<file path="config.mk">
export PLATFORM = sky130hd
export DESIGN_NAME = load_store_unit
export DESIGN_NICKNAME = d
export VERILOG_FILES = /design/src/rtl/load_store_unit.sv
export SDC_FILE = /design/constraint.sdc
export NUM_CORES = 1
export LEC_CHECK = 0
export CORE_ASPECT_RATIO = 1.4
export CORE_UTILIZATION = 37
export CTS_CLUSTER_DIAMETER = 100
export DETAILED_ROUTE_END_ITERATION = 6
export HOLD_SLACK_MARGIN = 0.15
export PLACE_DENSITY_LB_ADDON = 0.1
export SYNTH_ARGS = -nofsm -noshare
export SYNTH_HDL_FRONTEND = slang
export SYNTH_SLANG_ARGS = --single-unit
</file>
<file path="constraint.sdc">
create_clock -name clk -period 3.6 [get_ports clk]
set_clock_uncertainty 0.15 [all_clocks]
set_input_delay 1.08 -clock clk [delete_from_list [all_inputs] [get_ports clk]]
set_output_delay 1.08 -clock clk [all_outputs]
set_load 0.005 [all_outputs]
</file>
<file path="src/rtl/load_store_unit.sv">
// Load/store unit: turns execute-stage byte accesses into word-indexed memory
// requests, stalls loads until the memory answers, and extends the result.
module load_store_unit #(
  parameter int unsigned MEM_AW  = 8,
  parameter int unsigned TIMEOUT = 15,
  parameter int unsigned TO_W    = 4
) (
  input  logic              clk,
  input  logic              rst,
  input  logic              lsu_req,
  input  logic              lsu_we,
  input  logic [2:0]        funct3,
  input  logic [31:0]       addr,
  input  logic [31:0]       wdata,
  output logic              stall,
  output logic [31:0]       rdata,
  output logic              rdata_valid,
  output logic              addr_fault,
  output logic              timeout_err,
  output logic              mem_request,
  output logic              mem_we_re,
  output logic              mem_load,
  output logic [3:0]        mem_mask,
  output logic [MEM_AW-1:0] mem_address,
  output logic [31:0]       mem_data_in,
  input  logic              mem_valid,
  input  logic [31:0]       mem_data_out
);

  localparam logic [1:0] S_IDLE = 2'd0;
  localparam logic [1:0] S_WAIT = 2'd1;
  localparam logic [1:0] S_DONE = 2'd2;

  logic [1:0]      state, state_d;
  logic [TO_W-1:0] cnt_q, cnt_d;
  logic [2:0]      f3_q, f3_d;
  logic [1:0]      off_q, off_d;
  logic            flag_q, flag_d;
  logic [31:0]     rdata_d;

  logic        illegal, misaligned, fault;
  logic [31:0] byte_sh, half_sh, load_ext;

  // Upper address bits are intentionally outside the memory's reach.
  logic unused_addr;
  assign unused_addr = ^addr[31:MEM_AW+2];

  // Access legality
  always_comb begin
    illegal    = (funct3 == 3'b011) || (funct3 == 3'b110) || (funct3 == 3'b111) ||
                 (lsu_we && ((funct3 == 3'b100) || (funct3 == 3'b101)));
    misaligned = (((funct3 == 3'b001) || (funct3 == 3'b101)) && addr[0]) ||
                 ((funct3 == 3'b010) && (addr[1:0] != 2'b00));
    fault      = lsu_req && (illegal || misaligned);
  end

  // Lane extraction from the returned word using the latched offset/width
  always_comb begin
    byte_sh = mem_data_out >> {off_q, 3'b000};
    half_sh = mem_data_out >> {off_q[1], 4'b0000};
    case (f3_q)
      3'b000:  load_ext = {{24{byte_sh[7]}}, byte_sh[7:0]};
      3'b100:  load_ext = {24'd0, byte_sh[7:0]};
      3'b001:  load_ext = {{16{half_sh[15]}}, half_sh[15:0]};
      3'b101:  load_ext = {16'd0, half_sh[15:0]};
      default: load_ext = mem_data_out;
    endcase
  end

  always_ff @(posedge clk or negedge rst) begin
    if (!rst) begin
      state <= S_IDLE;
    end else begin
      state <= state_d;
    end
  end

  always_ff @(posedge clk or negedge rst) begin
    if (!rst) begin
      cnt_q  <= '0;
      f3_q   <= 3'd0;
      off_q  <= 2'd0;
      flag_q <= 1'b0;
      rdata  <= 32'd0;
    end else begin
      cnt_q  <= cnt_d;
      f3_q   <= f3_d;
      off_q  <= off_d;
      flag_q <= flag_d;
      rdata  <= rdata_d;
    end
  end

  // Next state, request decode and datapath updates
  always_comb begin
    state_d     = state;
    cnt_d       = cnt_q;
    f3_d        = f3_q;
    off_d       = off_q;
    flag_d      = flag_q;
    rdata_d     = rdata;
    stall       = 1'b0;
    addr_fault  = 1'b0;
    mem_request = 1'b0;
    mem_we_re   = 1'b0;
    mem_load    = 1'b0;
    mem_mask    = 4'b0000;
    mem_address = '0;
    mem_data_in = 32'd0;

    case (state)
      S_IDLE: begin
        if (fault) begin
          addr_fault = 1'b1;
        end else if (lsu_req) begin
          mem_request = 1'b1;
          mem_address = addr[MEM_AW+1:2];
          if (lsu_we) begin
            mem_we_re = 1'b1;
            case (funct3)
              3'b000: begin
                mem_mask    = 4'b0001 << addr[1:0];
                mem_data_in = {4{wdata[7:0]}};
              end
              3'b001: begin
                mem_mask    = addr[1] ? 4'b1100 : 4'b0011;
                mem_data_in = {2{wdata[15:0]}};
              end
              default: begin
                mem_mask    = 4'b1111;
                mem_data_in = wdata;
              end
            endcase
          end else begin
            mem_load = 1'b1;
            mem_mask = 4'b1111;
            stall    = 1'b1;
            f3_d     = funct3;
            off_d    = addr[1:0];
            cnt_d    = '0;
            state_d  = S_WAIT;
          end
        end
      end
      S_WAIT: begin
        stall = 1'b1;
        if (mem_valid) begin
          rdata_d = load_ext;
          flag_d  = 1'b0;
          state_d = S_DONE;
        end else begin
          cnt_d = cnt_q + TO_W'(1);
          if (cnt_q == TO_W'(TIMEOUT - 1)) begin
            rdata_d = 32'd0;
            flag_d  = 1'b1;
            state_d = S_DONE;
          end
        end
      end
      S_DONE: begin
        state_d = S_IDLE;
      end
      default: begin
        state_d = S_IDLE;
      end
    endcase

    // Requests must not leak out while reset is held
    if (!rst) begin
      stall       = 1'b0;
      addr_fault  = 1'b0;
      mem_request = 1'b0;
      mem_we_re   = 1'b0;
      mem_load    = 1'b0;
      mem_mask    = 4'b0000;
      mem_address = '0;
      mem_data_in = 32'd0;
    end
  end

  assign rdata_valid = (state == S_DONE);
  assign timeout_err = (state == S_DONE) && flag_q;

endmodule

</file>
==> run summary, run 1 <==
Summed over all layers, the global routing overflow is 0. Traced cell by cell, the critical path runs through buf_6 -> or4_4 -> nand2_4 -> nand2b_4 -> inv_8 -> nand2_8 -> buf_12 -> buf_6 -> a21oi_2 -> buf_2. The net count after synthesis is 452. After detailed routing, the total wire length is 10.9 mm.

Yosys mapped a number of flops with a built-in enable equal to 0. The met2 demand-to-capacity share in global routing came out at 50.3%. Setup violations remaining at the end of the flow were counted as 32.

Cell internal power was estimated by the tool at 1.53 mW. The via count of the first global-routing pass was 3633. The register area share after synthesis is 37.0%.

The global-route usage over all layers came out at 26.5%. The met1 usage in global routing is 25.7%. For this run, the number of Yosys warnings is 0.

The worst hold path begins at rdata[4]. The most common flop cell mapped by yosys is sky130_fd_sc_hd__dfrtp_1. The number of top-level pins came out at 187. The final routed DRC violation total came out at 0. Setup repair after global routing could not meet its margin everywhere. After detailed routing, the average wire length per cell comes to 17.2 um.

The reg-to-reg critical path endpoint is rdata[1]. The final-layout fill cell count came out at 658. The leakage power is 2.30 nW. The critical path is of the in2out type. At the end of the flow the core is filled with cells to 66.0%. The slowest stage of the critical path belongs to the cell sky130_fd_sc_hd__or4_4. By instance count, the cell type seen most on the critical path is sky130_fd_sc_hd__buf_6. Routability-driven placement finished with a final weighted congestion of 0.848.

The setup TNS is -2.94 ns. The fraction of power spent switching nets is 32.6%. The run finished, with violations left. The worst min-delay path class is reg2reg. The number of CTS-inserted buffers is 5. The largest vdd supply drop came out at 0.214 mV. The number of standard cells after synthesis came out at 346. Counting instances in the post-synthesis netlist gives the leading cell types as sky130_fd_sc_hd__dfrtp_1, sky130_fd_sc_hd__nand2_1, sky130_fd_sc_hd__o21ai_0, sky130_fd_sc_hd__a21oi_1, sky130_fd_sc_hd__clkbuf_1. The floorplan step defined a core boundary enclosing 7750 um2. The x dimension of the die is 77.8 um. The effective utilization at floorplan is 38.4%.

STA classifies the critical path endpoint as an output pin. The hold-critical path endpoint is rdata[4]. Of the post-synthesis cell area, the dominant cell type holds 37.0%.

The total iterations of the first detailed-routing run is 4. The element type at the critical path start is an input pin. The measured slew at the worst slew-check pin is 1.02 ns. In this run the critical register-to-register path is launched from off_q[1].

The worst setup margin is -0.171 ns. The area of the die is 8400 um2. The worst hold slack came out at 0.330 ns. The count of pins over their slew limit came out at 0. The worst pin sits at a relative slew slack of 31.4%. The hold-critical path depth is 2. The flop-to-flop setup slack is 1.19 ns. Dividing the final minimum period by the clock period gives 105%. The number of vias per cell after detailed routing is 5.51.

The combinational fraction of design power is 47.5%. The area growth from synthesis to layout is 72.1%. The later-pin clock latency in the skew report came out at 0.30 ns. After clock tree synthesis, the flow added hold-fix buffers numbering 0. In this run the most used layer during global routing was met2. In this run the worst path has a maximum fanout of 7. Sorting the synthesized cells by area gives the leading types as sky130_fd_sc_hd__dfrtp_1, sky130_fd_sc_hd__a221o_2, sky130_fd_sc_hd__nand2_1, sky130_fd_sc_hd__o21ai_0, sky130_fd_sc_hd__a21oi_1. The final-stage net count is 640. Across the run, the number of max-cap violations was 0. Based on the critical path, the design can be clocked at up to 265 MHz.

The largest net degree at the start of global routing came out at 46. The critical path data arrival time came out at 2.54 ns. The power density relative to cell area came out at 442 nW/um2. The largest incremental delay on the critical path came out at 0.55 ns. The number of antenna violations at the first check in global routing came out at 0.

In this run the power spent charging and discharging nets is 736 uW. The number of sinks on the clock net came out at 44. After synthesis, the share of flip-flops with an asynchronous set or reset is 100%.

The post-synthesis average cell area is 8.59 um2. The H-tree generated during clock tree synthesis spans 2 levels. The CTS tree is yes. The required time at the worst-slack endpoint is 2.37 ns. The antenna diode instance count came out at 0. The share of total power in the clock network is 14.1%.

sky130_fd_sc_hd__dfrtp_1 takes more of the synthesized area than any other cell. The final antenna-violating net count is 0. The die boundary height came out at 108 um.

The post-route standard cell area excluding fillers came out at 5120 um2. The initial detailed-routing violation count is 134. The final hold violation count is 0.

The met3 track demand over resource in global routing came out at 7.51%. The post-CTS clock slew at the launch and capture registers of the worst setup and hold paths is 0.08 ns. The portion of total power attributed to sequential cells is 38.4%. The placement-stage cell area is 4890 um2. The clock passes through at most 2 buffers. The synthesized flop and latch total came out at 44.

The placed wire-length estimate is 8.18 mm. The worst-case setup slack after placement is -1.01 ns. The root buffer cell chosen for the clock tree is sky130_fd_sc_hd__clkbuf_8.

The post-synthesis cell type count came out at 54. The fraction of final layout cells sized beyond drive strength 1 is 30.7%. The number of rows in the core area is 38.

The number of cells traversed by the worst register-to-register path is 4. The checks that failed: setup timing. The via total after detailed routing is 3499. Summing every instance area after synthesis gives 2970 um2.

The first global-routing pass estimated 17.4 mm of wire. The number of input and output port buffers inserted is 164. The shortest period the worst path allows came out at 3.77 ns.
==> timing repair <==
| action | in CTS | in global routing |
|---|---|---|
| gates cloned | 4 | 0 |
| resized for setup | 257 | 11 |
| hold endpoints to repair | 0 | 0 |
| endpoints found under the setup margin | 49 | 46 |
| pin swaps | 15 | 5 |
| buffers inserted | 11 | 3 |
==> state kept, by name, indices dropped and copies added, names as in the netlist <==
| signal | flops |
|---|---|
| cnt_q | 4 |
| f3_q | 3 |
| flag_q | 1 |
| off_q | 2 |
| rdata | 32 |
| state | 2 |
==> through the flow <==
| step | power, mW | instances |
|---|---|---|
| final | 2.26 | 635 |
| after detailed placement | 1.93 | 614 |
| after floorplan | 1.33 | 346 |
| after global routing | 2.41 | 635 |
| after global placement | 1.91 | 614 |
| after CTS | 2.28 | 636 |
==> metal layers <==
metal  vias to the layer above  share of wire (%)  routed length [um]
li1                       1654                  -                   -
met1                      1659                 35                3770
met2                       150                 54                5860
met3                        36                7.3                 796
met4                         0                4.5                 489
met5                         -                  0                   0
==> layout by cell type (no fill, tap or decap), types with 2 or more instances in the layout <==
cell                              synthesis  final
sky130_fd_sc_hd__clkdlybuf4s50_1          0    107
sky130_fd_sc_hd__dfrtp_1                 44     44
sky130_fd_sc_hd__nand2_1                 44     43
sky130_fd_sc_hd__buf_2                    2     39
sky130_fd_sc_hd__buf_4                    0     31
sky130_fd_sc_hd__o21ai_0                 30     29
sky130_fd_sc_hd__nor2_1                  18     17
sky130_fd_sc_hd__a221o_2                 16     16
sky130_fd_sc_hd__buf_6                    2     16
sky130_fd_sc_hd__a21oi_1                 29     15
sky130_fd_sc_hd__mux2i_1                 13     13
sky130_fd_sc_hd__a21oi_2                  0     13
sky130_fd_sc_hd__inv_1                   11     11
sky130_fd_sc_hd__o22ai_1                 10     10
sky130_fd_sc_hd__a211oi_2                 0      8
sky130_fd_sc_hd__and2_4                   0      7
sky130_fd_sc_hd__and3_1                   8      7
sky130_fd_sc_hd__a22o_1                   7      7
sky130_fd_sc_hd__and2_1                  13      6
sky130_fd_sc_hd__mux2_2                   6      6
sky130_fd_sc_hd__clkbuf_8                 0      6
sky130_fd_sc_hd__a31oi_1                  5      5
sky130_fd_sc_hd__a2bb2oi_1                5      5
sky130_fd_sc_hd__nor2b_1                  4      4
sky130_fd_sc_hd__or3_1                    4      4
sky130_fd_sc_hd__dlygate4sd2_1            0      4
sky130_fd_sc_hd__buf_12                   0      4
sky130_fd_sc_hd__nand2b_1                 3      3
sky130_fd_sc_hd__a211oi_1                11      3
sky130_fd_sc_hd__o21a_1                   3      3
sky130_fd_sc_hd__o2bb2ai_1                3      3
sky130_fd_sc_hd__nor3_1                   3      3
sky130_fd_sc_hd__clkdlybuf4s15_2          0      3
sky130_fd_sc_hd__nand2_4                  0      2
sky130_fd_sc_hd__or3b_1                   2      2
sky130_fd_sc_hd__ha_1                     2      2
sky130_fd_sc_hd__clkbuf_1                20      2
==> worst max-delay path, delay by kind of cell <==
| family | cells | cell delay (ns) |
|---|---|---|
| buffers and inverters | 5 | 0.55 |
| AOI/OAI and AO/OA | 1 | 0.10 |
| and+or+nand+nor | 4 | 0.80 |
==> worst max path at each step <==
stage | endpoint | from
final | mem_data_in[12] | funct3[2]
after global placement | mem_data_in[30] | funct3[0]
after detailed placement | mem_data_in[28] | funct3[0]
after global routing | mem_data_in[20] | funct3[2]
after CTS | mem_data_in[12] | funct3[0]
after floorplan | mem_data_in[28] | funct3[0]
==> cell type report <==
class,instances,area (um2),share of cell area [%]
flip-flops and latches,44,1100,21.5
well taps,100,125,2.44
clock buffers,8,90.1,1.76
repair buffers,206,1870,36.6
inverters,13,56.3,1.10
multi-input cells,264,1870,36.6
==> power by group through the flow <==
stage | Sequential, mW | Combinational (mW) | Clock, mW
2_1_floorplan | 0.835 | 0.495 | 0
3_5_place_dp | 0.879 | 1.05 | 0
4_1_cts | 0.869 | 1.08 | 0.326
3_3_place_gp | 0.873 | 1.03 | 0
5_1_grt | 0.900 | 1.17 | 0.347
6_report | 0.868 | 1.08 | 0.318
==> cell families after synthesis <==
logic type | count (synthesis) | synth area share (%)
flops | 44 | 37.0
buf+inv | 39 | 5.51
fa+ha+maj | 2 | 0.842
compound gates | 131 | 31.2
mux | 19 | 6.65
simple gates | 111 | 18.7
(Power assumes the default switching activity.)
==> run 2, diff against run 1 <==
Settings changed: CELL_PAD_IN_SITES_DETAIL_PLACEMENT from default to 0, CELL_PAD_IN_SITES_GLOBAL_PLACEMENT from default to 1, CORE_UTILIZATION 37 to 26.
==> run summary, run 2 (synthesis results as in run 1) <==
The count of endpoints failing setup in the final report was 43 (+34%). The power density relative to cell area came to 449 nW/um2 (+1.5%). The fraction of final layout cells sized beyond drive strength 1 came out at 33.7% (+3.0 points).

The placed cell count is 656 (+6.8%). The final-layout fill cell count is 1103 (+68%). The number of input and output port buffers inserted came out at 164 (unchanged). From synthesis to final layout, the design area changed by 81.0%. In the layout the commonest cells are sky130_fd_sc_hd__clkdlybuf4s50_1, sky130_fd_sc_hd__dfrtp_1, sky130_fd_sc_hd__nand2_1. The net switching power of the design came to 769 uW (+4.4%). The largest registers in the layout are rdata x32, cnt_q x4, f3_q x3. The x dimension of the die came to 92.4 um (+19%). The worst-case setup slack after placement is -0.892 ns (+0.122 ns). The number of max-capacitance violations reported came out at 0 (unchanged). The final-stage net count is 652 (+1.9%). The number of cells traversed by the worst register-to-register path came to 3 (-1).

The H-tree depth reported by CTS was 2 (unchanged). The routability-driven placement congestion ratio was 0.742 (-13%). The largest register by flop count is rdata.

Setup repair after global routing could not meet its margin everywhere. The capturing instance or port of the critical path is mem_data_in[22]. The effective utilization at floorplan is 27.1% (-11 points). The via count of the first global-routing pass came to 3585 (-1.3%). The largest vdd supply drop came out at 0.177 mV (-18%). The share of total power in the clock network came to 18.1% (+4.0 points).

The global-route usage over all layers was 20.2% (-6.2 points). The combinational fraction of design power was 46.4% (-1.1 points). The placed wire-length estimate came out at 8.66 mm (+5.9%). The count of pins over their slew limit came out at 0 (unchanged).

The total iterations of the first detailed-routing run is 4 (unchanged). The number of rows in the core area is 45 (+18%). The measured slew at the worst slew-check pin was 1.08 ns (+0.0534 ns).

The reg-to-reg critical path endpoint is rdata[17]. The shortest period the worst path allows came to 3.79 ns (+0.0220 ns). The worst hold slack came out at 0.327 ns (-0.00280 ns). The remaining global-route overflow is 0 (unchanged). The post-detailed-route wirelength per cell came out at 17.5 um (+1.7%).

The number of CTS-inserted buffers was 5 (unchanged). The worst setup path is launched from an input pin. The final hold violation count came to 0 (unchanged). The total length of routed wires came to 12.0 mm (+10%). Clock tree synthesis selected as its root buffer the cell sky130_fd_sc_hd__clkbuf_16.

The first-pass GRT wire length is 18.7 mm (+7.5%). The worst setup path is captured at an output pin. The number of vias per cell after detailed routing came out at 5.12 (-7.1%).

The via total after detailed routing was 3517 (+0.51%). The number of flip-flops in the largest register was 32 (unchanged). The total power consumption of the routed design is 2.42 mW (+6.8%). The fraction of the cycle the final worst path needs came to 105% (+0.61 points). The highest net fanout along the worst path is 6 (-1).

The number of top-level pins was 187 (unchanged). The required time at the worst-slack endpoint came to 2.37 ns (about the same). The largest net degree at the start of global routing came out at 45 (-2.2%). The area of the multi-input gates came to 1880 um2 (+0.53%). The flop-to-flop setup slack is 1.18 ns (about the same).

The worst-case clock buffer depth came to 2 (unchanged). The internal power contribution is 1.65 mW (+7.9%). The critical register-to-register path startpoint is f3_q[1]. The number of antenna violations at the first check in global routing came out at 0 (unchanged). The worst slew margin relative to its limit came out at 27.9% (-3.6 points). The final reports fail on setup timing. The sequential cell area came to 1100 um2 (unchanged). The fraction of power spent switching nets came out at 31.8% (-0.72 points).

The non-filler instance count after layout is 687 (+8.2%). The die boundary height came out at 129 um (+19%). The number of hold-repair buffers added at the cts stage is 0 (unchanged).

The critical path starts at funct3[0]. The initial detailed-routing violation count came out at 137 (+2.2%). The worst setup margin was -0.193 ns (-0.0220 ns).

The final routed DRC violation total came out at 0 (unchanged). The portion of total power attributed to sequential cells came to 35.5% (-2.9 points). The later-pin clock latency in the skew report is 0.28 ns (-0.02 ns). The core area came out at 11000 um2 (+42%). The highest achievable clock rate is 264 MHz (-0.58%). The post-CTS clock slew at the launch and capture registers of the worst setup and hold paths came out at 0.06 ns (-0.02 ns). The critical path data arrival time is 2.56 ns (+0.02 ns). TritonCTS built the clock tree. The final antenna-violating net count is 0 (unchanged). The leakage power is 2.41 nW (+4.7%). The worst hold path belongs to the class reg2reg. The run finished, with violations left. The worst setup path is of the in2out kind. The number of sinks on the clock net is 44 (unchanged).

The antenna diode instance count came out at 0 (unchanged). The library cell used most frequently in the layout, excluding fill and tap cells, is sky130_fd_sc_hd__clkdlybuf4s50_1. The area of the die came out at 11900 um2 (+41%).
==> run 2: power by group through the flow <==
stage	logic [mW]	clock network, mW	registers, mW
after floorplan	0.495	0	0.835
after global placement	1.07	0	0.863
after detailed placement	1.08	0	0.871
after CTS	1.12	0.449	0.861
after global routing	1.22	0.478	0.888
final	1.12	0.437	0.859
==> run 2: critical path, cell delays in order <==
cell	delay (ns)
sky130_fd_sc_hd__buf_6	0.09
sky130_fd_sc_hd__or4_4	0.55
sky130_fd_sc_hd__nand2_4	0.09
sky130_fd_sc_hd__nand2b_4	0.07
sky130_fd_sc_hd__inv_6	0.08
sky130_fd_sc_hd__nand2_8	0.08
sky130_fd_sc_hd__buf_12	0.15
sky130_fd_sc_hd__buf_16	0.13
sky130_fd_sc_hd__a21oi_2	0.10
sky130_fd_sc_hd__buf_2	0.12
==> run 2: area by class of cell <==
| class | instances | area share, % |
|---|---|---|
| flip-flops and latches | 44 | 20.5 |
| repair buffers | 219 | 37.7 |
| clock inverters | 2 | 0.233 |
| well taps | 141 | 3.28 |
| clock buffers | 5 | 2.33 |
| inverters | 13 | 1.00 |
| multi-input cells | 263 | 35.0 |
==> run 2: worst min-delay path by stage <==
stage          startpoint         to  cells after the start
6_report         rdata[4]   rdata[4]                      2
5_1_grt         rdata[20]  rdata[20]                      1
4_1_cts          rdata[4]   rdata[4]                      2
3_5_place_dp     rdata[4]   rdata[4]                      2
3_3_place_gp     rdata[7]   rdata[7]                      1
2_1_floorplan      flag_q     flag_q                      2
==> run 2: repair_timing <==
action / in CTS / in global routing
resized for setup: 265 / 18
cloned: 4 / 0
setup endpoints to repair: 49 / 49
pin swaps: 18 / 10
buffers inserted: 17 / 4
==> run 2: per-layer routing <==
layer	vias up	GRT usage [%]	part of all wire, %
li1	1688	-	-
met1	1679	22.2	38
met2	133	37.0	52
met3	17	5.14	7.3
met4	0	7.90	2.6
met5	-	0	0
==> run 2: stage by stage <==
stage          utilization, %  area [um2]  TNS, ns
6_report                 49.0        5380    -5.13
2_1_floorplan               -        2990        0
5_1_grt                  49.0        5380    -7.10
3_3_place_gp             45.0        4950   -38.43
3_5_place_dp             45.0        4950   -39.01
4_1_cts                  48.3        5300    -4.98
==> run 3, diff against run 2 <==
Settings changed: CAP_MARGIN from default to 20.
==> run summary, run 3 (synthesis results as in run 1) <==
The largest vdd supply drop came out at 0.180 mV (+1.7%). The shortest period the worst path allows came out at 3.79 ns (-0.000352 ns). The total length of routed wires is 12.0 mm (about the same). The global-route usage over all layers was 20.2% (unchanged).

The via total after detailed routing was 3519 (+0.057%). The final antenna-violating net count came to 0 (unchanged). The fraction of the cycle the final worst path needs is 105% (about the same). The number of max-capacitance violations reported is 0 (unchanged). The worst setup margin came to -0.192 ns (+0.000352 ns).

The critical path data arrival time came out at 2.56 ns (about the same). The worst-case setup slack after placement came out at -0.892 ns (unchanged). The die boundary height was 129 um (unchanged). The number of sinks on the clock net is 44 (unchanged). The number of vias per cell after detailed routing came to 5.11 (about the same). The final routed DRC violation total came out at 0 (unchanged). The number of CTS-inserted buffers came out at 5 (unchanged). The highest achievable clock rate was 264 MHz (about the same). The number of flip-flops in the largest register is 32 (unchanged). More flip-flops sit in one register than any other, and that register is rdata. The post-CTS clock slew at the launch and capture registers of the worst setup and hold paths came out at 0.06 ns (about the same).

The area of the die came out at 11900 um2 (unchanged). The number of cells traversed by the worst register-to-register path is 14 (+11). The fraction of final layout cells sized beyond drive strength 1 came out at 33.8% (+0.12 points). The portion of total power attributed to sequential cells came out at 35.4% (about the same). The count of pins over their slew limit is 0 (unchanged). The core area came out at 11000 um2 (unchanged). The root buffer cell chosen for the clock tree is sky130_fd_sc_hd__clkbuf_16. Leaving out fill and tap cells, the most frequent cells in the layout are sky130_fd_sc_hd__clkdlybuf4s50_1, sky130_fd_sc_hd__dfrtp_1, sky130_fd_sc_hd__nand2_1. The total iterations of the first detailed-routing run is 4 (unchanged). The measured slew at the worst slew-check pin came out at 0.619 ns (-0.459 ns). The critical path is of the in2out type. The initial detailed-routing violation count is 145 (+5.8%). The number of antenna violations at the first check in global routing came to 0 (unchanged). The largest registers in the layout are rdata x32, cnt_q x4, f3_q x3. The post-detailed-route wirelength per cell came out at 17.4 um (-0.18%). The remaining global-route overflow was 0 (unchanged). The routability-driven placement congestion ratio is 0.742 (unchanged). The x dimension of the die came out at 92.4 um (unchanged).

The final-stage net count came out at 653 (+0.15%). The combinational fraction of design power was 46.4% (about the same). The net switching power of the design came to 772 uW (+0.39%). The area growth from synthesis to layout is 81.3%. The worst-case clock buffer depth is 2 (unchanged).

The placed cell count came out at 656 (unchanged). The number of input and output port buffers inserted is 164 (unchanged). The flow ran to the end, but the final reports show violations.

The hold-critical path depth came to 2 (unchanged). The number of top-level pins came out at 187 (unchanged). The via count of the first global-routing pass is 3585 (unchanged). The effective utilization at floorplan is 27.1% (unchanged).

The internal power contribution came to 1.65 mW (about the same). The element type at the critical path start is an input pin. The later-pin clock latency in the skew report is 0.28 ns (about the same).

The largest net degree at the start of global routing is 45 (unchanged). The share of total power in the clock network came out at 18.2% (about the same). The antenna diode instance count is 0 (unchanged). The final hold violation count came to 0 (unchanged). The H-tree depth reported by CTS came out at 2 (unchanged). The final reports fail on setup timing. The placed wire-length estimate is 8.66 mm (unchanged).

The leakage power came to 2.41 nW (+0.23%). The placement-stage cell area is 4950 um2 (unchanged). Setup repair after global routing could not meet its margin everywhere.

The library cell used most frequently in the layout, excluding fill and tap cells, is sky130_fd_sc_hd__clkdlybuf4s50_1. The worst slew margin relative to its limit is 58.7% (+31 points). The first-pass GRT wire length came to 18.7 mm (unchanged).

The post-route standard cell area excluding fillers is 5390 um2 (+0.14%). The power density relative to cell area is 449 nW/um2 (about the same). The type of destination of the critical path is an output pin. The required time at the worst-slack endpoint is 2.37 ns (about the same). The highest net fanout along the worst path came out at 6 (unchanged). TritonCTS built the clock tree. The number of hold-repair buffers added at the cts stage came to 0 (unchanged). The worst min-delay path class is reg2reg.

The number of rows in the core area is 45 (unchanged). The count of endpoints failing setup in the final report was 43 (unchanged). The total power consumption of the routed design was 2.42 mW (+0.16%).

The non-filler instance count after layout is 688 (+0.15%). The fraction of power spent switching nets is 31.9% (+0.076 points).
[run 3: changes by cell type in the layout (fill, tap and decap cells not counted), sizes merged]
cell / previous run / this run
buf: 108 / 109
[run 3: area by class of cell]
class,count,area (um2)
clock buffer,5,125
clock inverter,2,12.5
fill,1103,5590
inverter,13,53.8
multi-input combinational,263,1880
sequential,44,1100
tap,141,176
timing repair buffer,220,2040
[run 3: worst max-delay path, stage by stage]
cell                       delay, ns
sky130_fd_sc_hd__buf_6          0.09
sky130_fd_sc_hd__or4_4          0.55
sky130_fd_sc_hd__nand2_4        0.09
sky130_fd_sc_hd__nand2b_4       0.07
sky130_fd_sc_hd__inv_6          0.08
sky130_fd_sc_hd__nand2_8        0.08
sky130_fd_sc_hd__buf_12         0.15
sky130_fd_sc_hd__buf_16         0.13
sky130_fd_sc_hd__a21oi_2        0.10
sky130_fd_sc_hd__buf_2          0.12
[run 3: layer usage]
metal	up-vias	global-route usage (%)	part of all wire (%)
met2	137	37.0	52
met5	-	0	0
li1	1685	-	-
met3	16	5.14	7.3
met1	1681	22.2	39
met4	0	7.90	2.5
[run 3: timing repair]
item,in CTS,in global routing
buffers inserted,17,4
endpoints found under the setup margin,49,49
pin swaps,18,10
cloned,4,0
gates resized for setup,265,18
endpoints found under the hold margin,0,0
[run 3: worst paths after layout]
kind	slack, ns	startpoint	to
setup / recovery	-0.19	funct3[0]	mem_data_in[22]
hold / removal	0.33	rdata[4]	rdata[4]
setup reg to reg	1.20	state[0]	cnt_q[3]
hold reg to reg	0.33	rdata[4]	rdata[4]
max in group asynchronous	2.00	rst	rdata[28]
min in group asynchronous	0.91	rst	cnt_q[0]
[run 3: per-stage QoR]
step,hold WS [ns],util (%),setup TNS [ns]
after CTS,0.337,48.3,-4.98
after detailed placement,0.323,45.0,-39.01
after global placement,0.317,45.0,-38.43
after global routing,0.372,49.1,-7.10
final,0.328,49.1,-5.14
after floorplan,0.308,-,0
[run 3: power groups by stage]
stage | Clock, mW | Sequential, mW | Combinational, mW
2_1_floorplan | 0 | 0.835 | 0.495
3_3_place_gp | 0 | 0.863 | 1.07
3_5_place_dp | 0 | 0.871 | 1.08
4_1_cts | 0.449 | 0.861 | 1.12
5_1_grt | 0.478 | 0.889 | 1.23
6_report | 0.440 | 0.857 | 1.12
